$ cat src/rtl/cd_pkg.sv
// Shared definitions for the rx frame assembler: state encodings, header layout
// constants, status pulse bundle and the destination address filter.
package cd_pkg;

    typedef enum logic [4:0] {
        ST_IDLE    = 5'b00001,
        ST_HDR     = 5'b00010,
        ST_PAYLOAD = 5'b00100,
        ST_CRC     = 5'b01000,
        ST_DROP    = 5'b10000
    } state_t;

    localparam logic [7:0] BCAST_ADDR = 8'hff;

    localparam logic [8:0] IDX_SRC = 9'd0;
    localparam logic [8:0] IDX_DST = 9'd1;
    localparam logic [8:0] IDX_LEN = 9'd2;
    localparam logic [8:0] HDR_LEN = 9'd3;
    localparam logic [8:0] CRC_LEN = 9'd2;

    typedef struct packed {
        logic rx_done;
        logic err_crc;
        logic err_lost;
        logic err_len;
        logic err_short;
        logic err_break;
    } status_t;

    function automatic logic addr_match(input logic [7:0] dst, input logic [7:0] own,
                                        input logic promisc);
        return promisc || (dst == own) || (dst == BCAST_ADDR);
    endfunction

endpackage

$ cat src/rtl/cd_rx_frame_if.sv
// Byte stream from the deserializer plus the byte write port into the rx frame RAM.
interface cd_rx_frame_if #(parameter int A_W = 8);

    logic [7:0]     des_data;
    logic           des_data_clk;
    logic           des_crc_zero;
    logic           des_bus_idle;
    logic           des_break;

    logic           ram_wr_en;
    logic [A_W-1:0] ram_wr_addr;
    logic [7:0]     ram_wr_data;

    modport master (
        input  des_data, des_data_clk, des_crc_zero, des_bus_idle, des_break,
        output ram_wr_en, ram_wr_addr, ram_wr_data
    );

    modport slave (
        output des_data, des_data_clk, des_crc_zero, des_bus_idle, des_break,
        input  ram_wr_en, ram_wr_addr, ram_wr_data
    );

endinterface

$ cat src/rtl/cd_rx_frame.sv
// Frame assembler: parses src, dst, len, payload, crc from the byte stream, stores
// accepted frames in the rx RAM and reports one status pulse per frame.
module cd_rx_frame
    import cd_pkg::*;
#(
    parameter int A_W     = 8,
    parameter int MAX_LEN = 253
) (
    input  logic             clk,
    input  logic             reset_n,
    input  logic [7:0]       filter,
    input  logic             promiscuous,
    input  logic             buf_ready,
    input  logic             abort,
    cd_rx_frame_if.master    bus,
    output logic             rx_done,
    output logic [7:0]       rx_len,
    output logic             err_crc,
    output logic             err_lost,
    output logic             err_len,
    output logic             err_short,
    output logic             err_break
);

    localparam logic [8:0] PAYLOAD_END_OFS = HDR_LEN - 9'd1;
    localparam logic [8:0] CRC_END_OFS     = HDR_LEN + CRC_LEN - 9'd1;

    state_t     state_q, state_d;
    logic [8:0] idx_q, idx_d;
    logic [7:0] len_q, len_d;
    logic       nowr_q, nowr_d;
    logic [7:0] rx_len_q, rx_len_d;
    status_t    st_q, st_d;
    logic       wr_en_q, wr_en_d;
    logic [A_W-1:0] wr_addr_q;
    logic [7:0] wr_data_q;
    logic [8:0] len9;
    logic       active;

    assign len9   = {1'b0, len_q};
    assign active = state_q inside {ST_HDR, ST_PAYLOAD, ST_CRC};

    // NOTE: every signal written here gets a default first, so no path can infer a latch.
    always_comb begin
        state_d  = state_q;
        idx_d    = idx_q;
        len_d    = len_q;
        nowr_d   = nowr_q;
        rx_len_d = rx_len_q;
        st_d     = '0;
        wr_en_d  = 1'b0;

        if (abort) begin
            state_d = ST_IDLE;
            idx_d   = IDX_SRC;
        end else if (bus.des_break) begin
            // A break always swallows a same-cycle byte; it only reports mid-frame.
            if (active) begin
                st_d.err_break = 1'b1;
                state_d        = ST_IDLE;
                idx_d          = IDX_SRC;
            end
        end else if (active && bus.des_bus_idle && !bus.des_data_clk) begin
            st_d.err_short = 1'b1;
            state_d        = ST_IDLE;
            idx_d          = IDX_SRC;
        end else if (state_q == ST_DROP) begin
            if (bus.des_bus_idle) begin
                state_d = ST_IDLE;
                idx_d   = IDX_SRC;
            end
        end else if (bus.des_data_clk) begin
            unique case (state_q)
                ST_IDLE: begin
                    nowr_d  = !buf_ready;
                    wr_en_d = buf_ready;
                    idx_d   = IDX_DST;
                    state_d = ST_HDR;
                end
                ST_HDR: begin
                    if (idx_q == IDX_DST) begin
                        wr_en_d = !nowr_q;
                        if (!addr_match(bus.des_data, filter, promiscuous)) begin
                            state_d = ST_DROP;
                        end else if (nowr_q) begin
                            st_d.err_lost = 1'b1;
                            state_d       = ST_DROP;
                        end else begin
                            idx_d = IDX_LEN;
                        end
                    end else begin
                        wr_en_d = 1'b1;
                        len_d   = bus.des_data;
                        idx_d   = HDR_LEN;
                        if (int'(bus.des_data) > MAX_LEN) begin
                            st_d.err_len = 1'b1;
                            state_d      = ST_DROP;
                        end else if (bus.des_data == 8'd0) begin
                            state_d = ST_CRC;
                        end else begin
                            state_d = ST_PAYLOAD;
                        end
                    end
                end
                ST_PAYLOAD: begin
                    wr_en_d = 1'b1;
                    idx_d   = idx_q + 9'd1;
                    if (idx_q == PAYLOAD_END_OFS + len9) state_d = ST_CRC;
                end
                ST_CRC: begin
                    wr_en_d = 1'b1;
                    idx_d   = idx_q + 9'd1;
                    if (idx_q == CRC_END_OFS + len9) begin
                        if (bus.des_crc_zero) begin
                            st_d.rx_done = 1'b1;
                            rx_len_d     = len_q;
                        end else begin
                            st_d.err_crc = 1'b1;
                        end
                        state_d = ST_IDLE;
                        idx_d   = IDX_SRC;
                    end
                end
                default: begin
                    state_d = ST_IDLE;
                    idx_d   = IDX_SRC;
                end
            endcase
        end
    end

    // NOTE: sequential state uses non-blocking assignments so every register samples pre-edge values.
    always_ff @(posedge clk) begin
        if (!reset_n) begin
            state_q   <= ST_IDLE;
            idx_q     <= IDX_SRC;
            len_q     <= '0;
            nowr_q    <= 1'b0;
            rx_len_q  <= '0;
            st_q      <= '0;
            wr_en_q   <= 1'b0;
            wr_addr_q <= '0;
            wr_data_q <= '0;
        end else begin
            state_q   <= state_d;
            idx_q     <= idx_d;
            len_q     <= len_d;
            nowr_q    <= nowr_d;
            rx_len_q  <= rx_len_d;
            st_q      <= st_d;
            wr_en_q   <= wr_en_d;
            wr_addr_q <= idx_q[A_W-1:0];
            wr_data_q <= bus.des_data;
        end
    end

    assign bus.ram_wr_en   = wr_en_q;
    assign bus.ram_wr_addr = wr_addr_q;
    assign bus.ram_wr_data = wr_data_q;

    assign rx_done   = st_q.rx_done;
    assign err_crc   = st_q.err_crc;
    assign err_lost  = st_q.err_lost;
    assign err_len   = st_q.err_len;
    assign err_short = st_q.err_short;
    assign err_break = st_q.err_break;
    assign rx_len    = rx_len_q;

endmodule

$ cat src/flat_wrapper.sv
// flat-port wrapper written by rule: the top's interface ports become plain ports
module cd_rx_frame_flat import cd_pkg::*;
#(
    parameter int A_W     = 8,
    parameter int MAX_LEN = 253
)
  (clk, reset_n, filter, promiscuous, buf_ready, abort, rx_done, rx_len, err_crc, err_lost, err_len, err_short, err_break, bus_des_data, bus_des_data_clk, bus_des_crc_zero, bus_des_bus_idle, bus_des_break, bus_ram_wr_en, bus_ram_wr_addr, bus_ram_wr_data);
  cd_rx_frame_if #(.A_W(A_W)) bus_i ();
  input  logic clk;
  input  logic reset_n;
  input  logic [7:0] filter;
  input  logic promiscuous;
  input  logic buf_ready;
  input  logic abort;
  output logic rx_done;
  output logic [7:0] rx_len;
  output logic err_crc;
  output logic err_lost;
  output logic err_len;
  output logic err_short;
  output logic err_break;
  input wire logic [$bits(bus_i.des_data)-1:0] bus_des_data;
  input wire logic [$bits(bus_i.des_data_clk)-1:0] bus_des_data_clk;
  input wire logic [$bits(bus_i.des_crc_zero)-1:0] bus_des_crc_zero;
  input wire logic [$bits(bus_i.des_bus_idle)-1:0] bus_des_bus_idle;
  input wire logic [$bits(bus_i.des_break)-1:0] bus_des_break;
  output wire logic [$bits(bus_i.ram_wr_en)-1:0] bus_ram_wr_en;
  output wire logic [$bits(bus_i.ram_wr_addr)-1:0] bus_ram_wr_addr;
  output wire logic [$bits(bus_i.ram_wr_data)-1:0] bus_ram_wr_data;
  assign bus_i.des_data = bus_des_data;
  assign bus_i.des_data_clk = bus_des_data_clk;
  assign bus_i.des_crc_zero = bus_des_crc_zero;
  assign bus_i.des_bus_idle = bus_des_bus_idle;
  assign bus_i.des_break = bus_des_break;
  assign bus_ram_wr_en = bus_i.ram_wr_en;
  assign bus_ram_wr_addr = bus_i.ram_wr_addr;
  assign bus_ram_wr_data = bus_i.ram_wr_data;
  cd_rx_frame #(.A_W(A_W), .MAX_LEN(MAX_LEN)) u_core (.clk(clk), .reset_n(reset_n), .filter(filter), .promiscuous(promiscuous), .buf_ready(buf_ready), .abort(abort), .bus(bus_i), .rx_done(rx_done), .rx_len(rx_len), .err_crc(err_crc), .err_lost(err_lost), .err_len(err_len), .err_short(err_short), .err_break(err_break));
endmodule
$ cat config.mk
export PLATFORM = sky130hd
export DESIGN_NAME = cd_rx_frame_flat
export DESIGN_NICKNAME = d
export VERILOG_FILES = /design/src/rtl/cd_pkg.sv /design/src/rtl/cd_rx_frame_if.sv /design/src/rtl/cd_rx_frame.sv /design/src/flat_wrapper.sv
export SDC_FILE = /design/constraint.sdc
export NUM_CORES = 1
export LEC_CHECK = 0
export BUFFER_PORTS_ARGS = -buffer_cell sky130_fd_sc_hd__buf_4
export CAP_MARGIN = 20
export CORE_UTILIZATION = 45
export CTS_CLUSTER_SIZE = 40
export DETAILED_ROUTE_END_ITERATION = 7
export PLACE_DENSITY_LB_ADDON = 0.05
export SLEW_MARGIN = 20
export SYNTH_ARGS = -nofsm -noshare
export SYNTH_HDL_FRONTEND = slang
export SYNTH_SLANG_ARGS = --single-unit
export TNS_END_PERCENT = 10
$ cat constraint.sdc
create_clock -name clk -period 2.8 [get_ports clk]
set_input_delay 0.56 -clock clk [delete_from_list [all_inputs] [get_ports clk]]
set_output_delay 0.56 -clock clk [all_outputs]
set_load 0.005 [all_outputs]
---- After elaboration in Yosys (flattened, before gate mapping) ----
Cells that the tools add are included.
storage, ports and cells
  input port bits ......................... 25
  register bits ........................... 54
operators by class
  muxes and demuxes ....................... 33
  reductions and logical operators ........ 23
  eq/ne operators ......................... 17
  bitwise gates (word level) .............. 11
  magnitude comparators ................... 1
  $add $sub $neg .......................... 3
operators with widths
  operator                                              count
  two-way mux 9 bit                                     10
  two-way mux 5 bit                                     12
  case mux 9 bit (4 select lines)                       1
  case mux 5 bit (4 select lines)                       1
  equality test 9 bit                                   2
  OR reduction 8 bit                                    2
  != test 6 bit (second input constant)                 2
  AND reduction 6 bit                                   2
  inverter 1 bit                                        11
  != test 5 bit (second input constant)                 2
  adder 2 x 8 -> 9 bit (first input constant)           1
  adder 3 x 8 -> 9 bit (first input constant)           1
  adder 9 x 1 -> 9 bit (second input constant)          1
  equality test 9 x 1 -> 1 bit (second input constant)  1
  OR reduction 9 bit                                    1
  equality test 8 bit                                   1
  equality test 8 bit (second input constant)           1
  > comparator 8 bit (second input constant)            1
  logical NOT 8 bit                                     1
  AND reduction 8 bit                                   1
  two-way mux 1 bit                                     7
  != test 7 x 6 -> 1 bit (second input constant)        1
  AND reduction 7 bit                                   1
  OR reduction 3 bit                                    2
  other kinds (17)                                      22

---- Logic depth before layout (Yosys ltp) ----
Gate-level depths: netlist of the first run.
  depth in word-level cells ............... 10
  depth in mapped cells ................... 10
  gate-level depth less buffers ........... 8

---- Worst setup path after synthesis of the first run ----
OpenSTA, ideal clock, no wires.
  path kind ............................... input to register
  start ................................... in bus_des_break
  end ..................................... reg u_core.idx_q[8]
  arrival time ............................ 2.449 ns
  stages on the path ...................... 7
  slack ................................... 0.289 ns
  required time ........................... 2.738 ns
  path through ............................ buf_1 > a31oi_4 > nand2_4 > or4_4 > a211o_4 > or4_1 > nand3_1
between the ends
  cells in the longest elaborated chain, start to end .. 2
  elaborated cells on any way between the ends .. 7
  those cells by class .................... eq/ne (4); mux (1); reduce/logical (2)
ends and longest elaborated chain
  item                                             line                RTL
  from (decl)                                      flat_wrapper.sv:26  input wire logic [$bits(bus_i.des_break)-1:0] bus_des_break;
  != test 6 bit (no line) (tied with other cells)  -
  AND reduction 5 bit (no line)                    -
  to (signal assigned)                             cd_rx_frame.sv:146  idx_q <= idx_d;
  to (decl)                                        cd_rx_frame.sv:29   logic [8:0] idx_q, idx_d;
Several ways; a longest one is shown, not always the timed one.
A chain may end at the register's enable or synchronous reset.

---- Final worst setup path of the first run ----
  start ................................... reg u_core.len_q[2]
  end ..................................... reg u_core.idx_q[2]
between the ends
  cells in the longest elaborated chain, start to end .. 8
ends and longest elaborated chain
  item                             line                RTL
  from (decl)                      cd_rx_frame.sv:30   logic [7:0] len_q, len_d;
  from (signal assigned)           cd_rx_frame.sv:147  len_q <= len_d;
  adder 3 x 8 -> 9 bit             cd_rx_frame.sv:113  if (idx_q == CRC_END_OFS + len9) begin
  equality test 9 bit              cd_rx_frame.sv:113
  two-way mux 9 bit                cd_rx_frame.sv:113
  case mux 9 bit (4 select lines)  cd_rx_frame.sv:73   unique case (state_q)
  two-way mux 9 bit                cd_rx_frame.sv:72   end else if (bus.des_data_clk) begin
  two-way mux 9 bit                cd_rx_frame.sv:67   end else if (state_q == ST_DROP) begin
  two-way mux 9 bit                cd_rx_frame.sv:63   end else if (active && bus.des_bus_idle && !bus.des_data_clk) begin
  two-way mux 9 bit                cd_rx_frame.sv:56   end else if (bus.des_break) begin
No other way between the ends. The select of a mux whose other input is x is not followed.

==> results of run 1 <==
==> sequential cells by signal, summed over array words and instances, names as in the netlist <==
signal	flops
u_core.idx_q	9
u_core.bus.ram_wr_addr	8
u_core.bus.ram_wr_data	8
u_core.len_q	8
u_core.rx_len	8
u_core.state_q	5
u_core.bus.ram_wr_en	1
u_core.err_break	1
u_core.err_crc	1
u_core.err_len	1
u_core.err_lost	1
u_core.err_short	1
u_core.nowr_q	1
u_core.rx_done	1
==> routing by layer <==
| metal | vias up | global-route usage [%] | routed length [µm] |
|---|---|---|---|
| li1 | 1284 | - | - |
| met5 | - | 0 | 0 |
| met1 | 1195 | 32.3 | 3480 |
| met4 | 0 | 6.07 | 70 |
| met2 | 87 | 38.1 | 3250 |
| met3 | 7 | 4.16 | 444 |
==> cell type report <==
class                      count  area (µm²)  share of cell area [%]
clock buffer                   5        68.8                    2.00
clock inverter                 3        45.0                    1.31
inverter                      12        45.0                    1.31
multi-input combinational    246        1610                    46.7
sequential                    54        1080                    31.4
tap                           75        93.8                    2.72
timing repair buffer          67         503                    14.6
==> cells in the final DEF, fill, tap and decap left out, types with 2 or more instances in the layout <==
master and n:
o21a_1 3, a32o_1 2, a21oi_1 7, o21ai_0 6
a21boi_0 5, nor4_1 9, ha_1 4, clkinvlp_4 2
dfxtp_1 54, xor2_1 16, or3_1 4, nand2b_1 8
o31ai_1 2, clkbuf_8 5, nand4_1 2, nor2b_1 14
mux2i_1 8, nor2_1 15, xnor2_1 5, o22a_1 2
and3_1 5, and4_1 4, a31oi_1 3, nor3_1 7
a22oi_1 3, buf_4 67, a211oi_1 4, o211ai_1 6
inv_1 12, nand3_1 29, or2_2 2, nand2_1 29
and2_1 18, a311oi_1 2, o31a_1 2
==> logic make-up (layout without fill, tap and decap cells) <==
logic type / Yosys count / in the layout / share of synthesized area (%)
buf+inv: 30 / 87 / 4.48
flops: 54 / 54 / 38.4
fa+ha+maj: 4 / 4 / 1.78
mux: 8 / 8 / 2.84
simple gates: 154 / 154 / 29.8
compound gates: 59 / 59 / 16.2
xor+xnor: 21 / 21 / 6.53
==> power breakdown <==
group	switching, mW	internal (mW)	leakage (nW)
Combinational	0.0574	0.0569	0.940
Sequential	0.00463	0.776	0.437
Clock	0.276	0.266	0.0504
Total	0.338	1.10	1.43
==> critical path, cell delays in order, from the launching register on <==
cell and delay, ns:
dfxtp_1 0.33, ha_1 0.30, xnor2_1 0.16, and4_1 0.20, o211ai_1 0.14, o31ai_1 0.63, a21oi_1 0.34, a22oi_1 0.23
o21ai_0 0.10
==> worst max path at each step <==
stage	start	endpoint	depth (start not counted)
after floorplan	bus_des_break	u_core.idx_q[8]$_SDFFE_PP0P_	7
final	u_core.len_q[2]$_SDFFE_PN0P_	u_core.idx_q[2]$_SDFFE_PP0P_	8
after global placement	bus_des_data[3]	u_core.idx_q[8]$_SDFFE_PP0P_	7
after detailed placement	bus_des_data[3]	u_core.idx_q[8]$_SDFFE_PP0P_	7
after global routing	u_core.len_q[5]$_SDFFE_PN0P_	u_core.idx_q[2]$_SDFFE_PP0P_	7
after CTS	u_core.state_q[2]$_SDFFE_PP0P_	u_core.idx_q[8]$_SDFFE_PP0P_	7
==> results.json, run 1 <==
{
  "ctsResizeCount": 0,
  "postCtsHoldBufs": 0,
  "worst-r2r-cell-count": 8,
  "netlist_top_cells_area": "dfxtp_1 (38%), nand3_1 (5.2%), xor2_1 (5.0%)",
  "whs_path_cells": 2,
  "drtIter0Drc": 165,
  "share_of_flip_flops_with_an_asynchronous_set_or_reset_pct": 0,
  "final_core_utilization_pct": 57.5,
  "setup.reg_to_reg.worst_slack_ns": 0.26,
  "grt_first_pass_wirelength_mm": 11.6,
  "placement.cell_area_um2": 3330,
  "die_width_um": 81.1,
  "floorplan.die_area_um2": 6580,
  "status": "finished clean",
  "via_count_of_the_first_global_routing_pass": 2359,
  "yosysTopAreaCellShare_pct": 38.4,
  "cts-htree-levels": 2,
  "worst_hold_startpoint": "bus_des_crc_zero",
  "groute.usage.overall_pct": 23.6,
  "drt-vias-per-instance": 5.57,
  "post-place-cells": 454,
  "place_ws_ns": 0.209,
  "dp.final_hpwl_mm": 5.45,
  "cts_buffers": 5,
  "cap_viol_max_count": 0,
  "final_period_minus_worst_setup_slack_ns": 2.54,
  "cts.repair_timing.setup_buffer_count": 0,
  "clock_tree_buffer_depth": 2,
  "totalNegativeSetupSlack_ns": 0,
  "drc": 0,
  "antenna_cells": 0,
  "yosys_register_bits": 54,
  "worst-endpoint-arrival_ns": 2.74,
  "clock-sinks": 54,
  "finalClockSkew_ns": 0.0102,
  "avg_cell_area_syn_um2": 8.54,
  "kind_of_end_point_of_the_critical_path": "flip-flop",
  "cts_tree": "yes",
  "clock_tree_root_buffer_cell": "clkbuf_8",
  "syn_inst": 330,
  "wirelength_mm": 7.24,
  "relSlewSlack_pct": 54.9,
  "nNetsFinal": 415,
  "type_of_the_tightest_min_delay_check": "in -> reg",
  "leakage_nw": 1.43,
  "rsz_0062_raised_after_global_routing": "no",
  "place.gp.congestion": 0.910,
  "worst_r2r_startpoint": "u_core.len_q[2]$_SDFFE_PN0P_",
  "ys.warnings.count": 0,
  "post_drt_wl_per_cell_um": 15.7,
  "final_critical_path_setup_slack_ns": 0.260,
  "synth_largest_area_cell": "dfxtp_1",
  "vdd_ir_drop_max_mv": 0.228,
  "number_of_routed_nets_with_antenna_violations": 0,
  "max_freq_mhz": 394,
  "critPathRequiredTime_ns": 3.00,
  "pwr_density_cell_nw_per_um2": 417,
  "n_fill_cell": 549,
  "timing.final.crit_share_pct": 90.7,
  "design.core.area_um2": 5990,
  "start_util_pct": 47.0,
  "areaGrowthSynthToFinish_pct": 22.3,
  "post-route-cell-area_um2": 3450,
  "mappedNetlistNets": 359,
  "overflow": 0,
  "worst_slew_pin_slew_ns": 0.670,
  "drt_pass1_iterations": 4,
  "synth_edf_count": 0,
  "worst_min_delay_path_endpoint": "u_core.err_crc$_SDFF_PP0_",
  "final_max_slew_viol_count": 0,
  "synthesis.area_um2": 2820,
  "setup-violations-final": 0,
  "design_power_total_mw": 1.44,
  "layout-drive-gt1-share_pct": 21.4,
  "synth_ff_type": "dfxtp_1",
  "route.vias.total": 2573,
  "clock_insertion_delay_worst_skew_ns": 0.32,
  "yosysSeqAreaShare_pct": 38.4,
  "synth.most_common_cell": "dfxtp_1",
  "hold_slack_ns": 0.415,
  "cp_max_fo": 7,
  "placement_rows": 28,
  "ys_types": 57,
  "portBuffers": 55,
  "worst_setup_hold_path_clk_slew_ns": 0.11,
  "grt_max_degree": 33,
  "antenna_violations_before_repair": 0,
  "regToRegEndpoint": "u_core.idx_q[2]$_SDFFE_PP0P_",
  "start_kind": "flip-flop",
  "report.final.hold_viol_count": 0,
  "die_h_um": 81.1,
  "ioPinCount": 56,
  "crit_path_kind": "reg -> reg",
  "final_non_filler_cells": 462,
  "ranking_of_synthesized_cells_by_instance_count": "dfxtp_1 (54), nand2_1 (29), nand3_1 (29)"
}
Power figures use the tool's default switching activity.
==> run 2, diff against run 1 <==
- clock period: 2.8 -> 2.75 ns (I/O delays scaled with it)
==> results.json, run 2 (synthesized netlist as in run 1, its figures left out) <==
{
  "grt_first_pass_wirelength_mm": 11.3,
  "die_h_um": 81.1,
  "final_max_slew_viol_count": 0,
  "via_count_of_the_first_global_routing_pass": 2272,
  "drc": 0,
  "post-route-cell-area_um2": 3430,
  "layout-drive-gt1-share_pct": 21.6,
  "regMostFlops": "u_core.idx_q",
  "rsz_0062_raised_after_global_routing": "no",
  "groute.usage.overall_pct": 22.6,
  "finalClockSkew_ns": 0.00573,
  "critPathRequiredTime_ns": 2.94,
  "worst_r2r_startpoint": "u_core.len_q[2]$_SDFFE_PN0P_",
  "dp.final_hpwl_mm": 5.34,
  "worst-endpoint-arrival_ns": 2.71,
  "wirelength_mm": 7.03,
  "placement_rows": 28,
  "cts_buffers": 5,
  "start_kind": "flip-flop",
  "number_of_routed_nets_with_antenna_violations": 0,
  "setup.reg_to_reg.worst_slack_ns": 0.23,
  "worst-r2r-cell-count": 8,
  "worst_min_delay_path_endpoint": "u_core.err_crc$_SDFF_PP0_",
  "cts-htree-levels": 2,
  "die_width_um": 81.1,
  "cap_viol_max_count": 0,
  "regToRegEndpoint": "u_core.idx_q[2]$_SDFFE_PP0P_",
  "clock-sinks": 54,
  "antenna_violations_before_repair": 0,
  "clock_insertion_delay_worst_skew_ns": 0.31,
  "route.vias.total": 2560,
  "largest_register_ffs": 9,
  "totalNegativeSetupSlack_ns": 0,
  "start_util_pct": 47.0,
  "ctsResizeCount": 0,
  "clock_tree_buffer_depth": 2,
  "max_freq_mhz": 397,
  "type_of_the_tightest_min_delay_check": "in -> reg",
  "drt-vias-per-instance": 5.53,
  "design.core.area_um2": 5990,
  "cts.repair_timing.setup_buffer_count": 0,
  "drtIter0Drc": 156,
  "highest_count_cells_in_the_layout_ignoring_fill_and_taps": "buf_4 (68), dfxtp_1 (54), nand3_1 (29), nand2_1 (29), and2_1 (18)",
  "worst_slew_pin_slew_ns": 0.651,
  "portBuffers": 55,
  "overflow": 0,
  "antenna_cells": 0,
  "clock_tree_root_buffer_cell": "clkbuf_8",
  "ioPinCount": 56,
  "status": "finished clean",
  "relSlewSlack_pct": 56.2,
  "crit_path_kind": "reg -> reg",
  "areaGrowthSynthToFinish_pct": 21.9,
  "final_core_utilization_pct": 57.3,
  "whs_path_cells": 2,
  "grt_max_degree": 32,
  "post_drt_wl_per_cell_um": 15.2,
  "placement.cell_area_um2": 3340,
  "postCtsHoldBufs": 0,
  "vdd_ir_drop_max_mv": 0.202,
  "drt_pass1_iterations": 4,
  "hold_slack_ns": 0.410,
  "nNetsFinal": 416,
  "cp_max_fo": 7,
  "timing.final.crit_share_pct": 91.6,
  "worst_hold_startpoint": "bus_des_crc_zero",
  "report.final.hold_viol_count": 0,
  "final_period_minus_worst_setup_slack_ns": 2.52,
  "most_common_cell_after_layout_fill_and_taps_aside": "buf_4",
  "kind_of_end_point_of_the_critical_path": "flip-flop",
  "pwr_density_cell_nw_per_um2": 403,
  "worst_setup_hold_path_clk_slew_ns": 0.11,
  "leakage_nw": 1.43,
  "floorplan.die_area_um2": 6580,
  "place.gp.congestion": 0.930,
  "setup-violations-final": 0,
  "cts_tree": "yes"
}
## run 2: routing by layer
metal | GRT usage, % | vias up | wire (µm)
met4 | 4.82 | 0 | 46
li1 | - | 1285 | -
met5 | 0 | - | 0
met2 | 35.4 | 84 | 3150
met3 | 3.60 | 6 | 385
met1 | 32.5 | 1185 | 3440
## run 2: how the worst max path moves through the flow
stage | end | start | cells after the start
floorplan | u_core.idx_q[8]$_SDFFE_PP0P_ | bus_des_break | 7
global placement | u_core.idx_q[8]$_SDFFE_PP0P_ | bus_des_data[3] | 7
detailed placement | u_core.idx_q[8]$_SDFFE_PP0P_ | bus_des_data[3] | 7
CTS | u_core.idx_q[8]$_SDFFE_PP0P_ | u_core.state_q[2]$_SDFFE_PP0P_ | 7
global route | u_core.idx_q[2]$_SDFFE_PP0P_ | u_core.len_q[5]$_SDFFE_PN0P_ | 7
finish | u_core.idx_q[2]$_SDFFE_PP0P_ | u_core.len_q[2]$_SDFFE_PN0P_ | 8
## run 2: power by group
group | leakage, nW | internal [mW] | switching [mW]
clock | 0.0447 | 0.185 | 0.288
combinational | 0.945 | 0.0588 | 0.0578
sequential | 0.437 | 0.791 | 0.00459
total | 1.43 | 1.03 | 0.350
## run 2: final cells by class
class,instances,area [µm²]
fillers,558,2560
well taps,75,93.8
inverters,12,45.0
multi-input cells,246,1610
clock buffers,5,68.8
repair buffers,68,510
clock inverters,3,25.0
flip-flops and latches,54,1080
## run 2: through the flow
stage	cells	worst slack (ns)	power, mW
6_report	463	0.231	1.38
5_1_grt	463	0.0850	1.44
4_1_cts	463	0.247	1.40
3_5_place_dp	455	0.196	0.930
3_3_place_gp	455	0.221	0.929
2_1_floorplan	330	0.249	0.869
## run 2: worst max-delay path: stages, from the launching register on
cell and delay, ns:
dfxtp_1 0.34, ha_1 0.30, xnor2_1 0.13, and4_1 0.20, o211ai_1 0.13, o31ai_1 0.61, a21oi_1 0.36, a22oi_1 0.21
o21ai_0 0.12
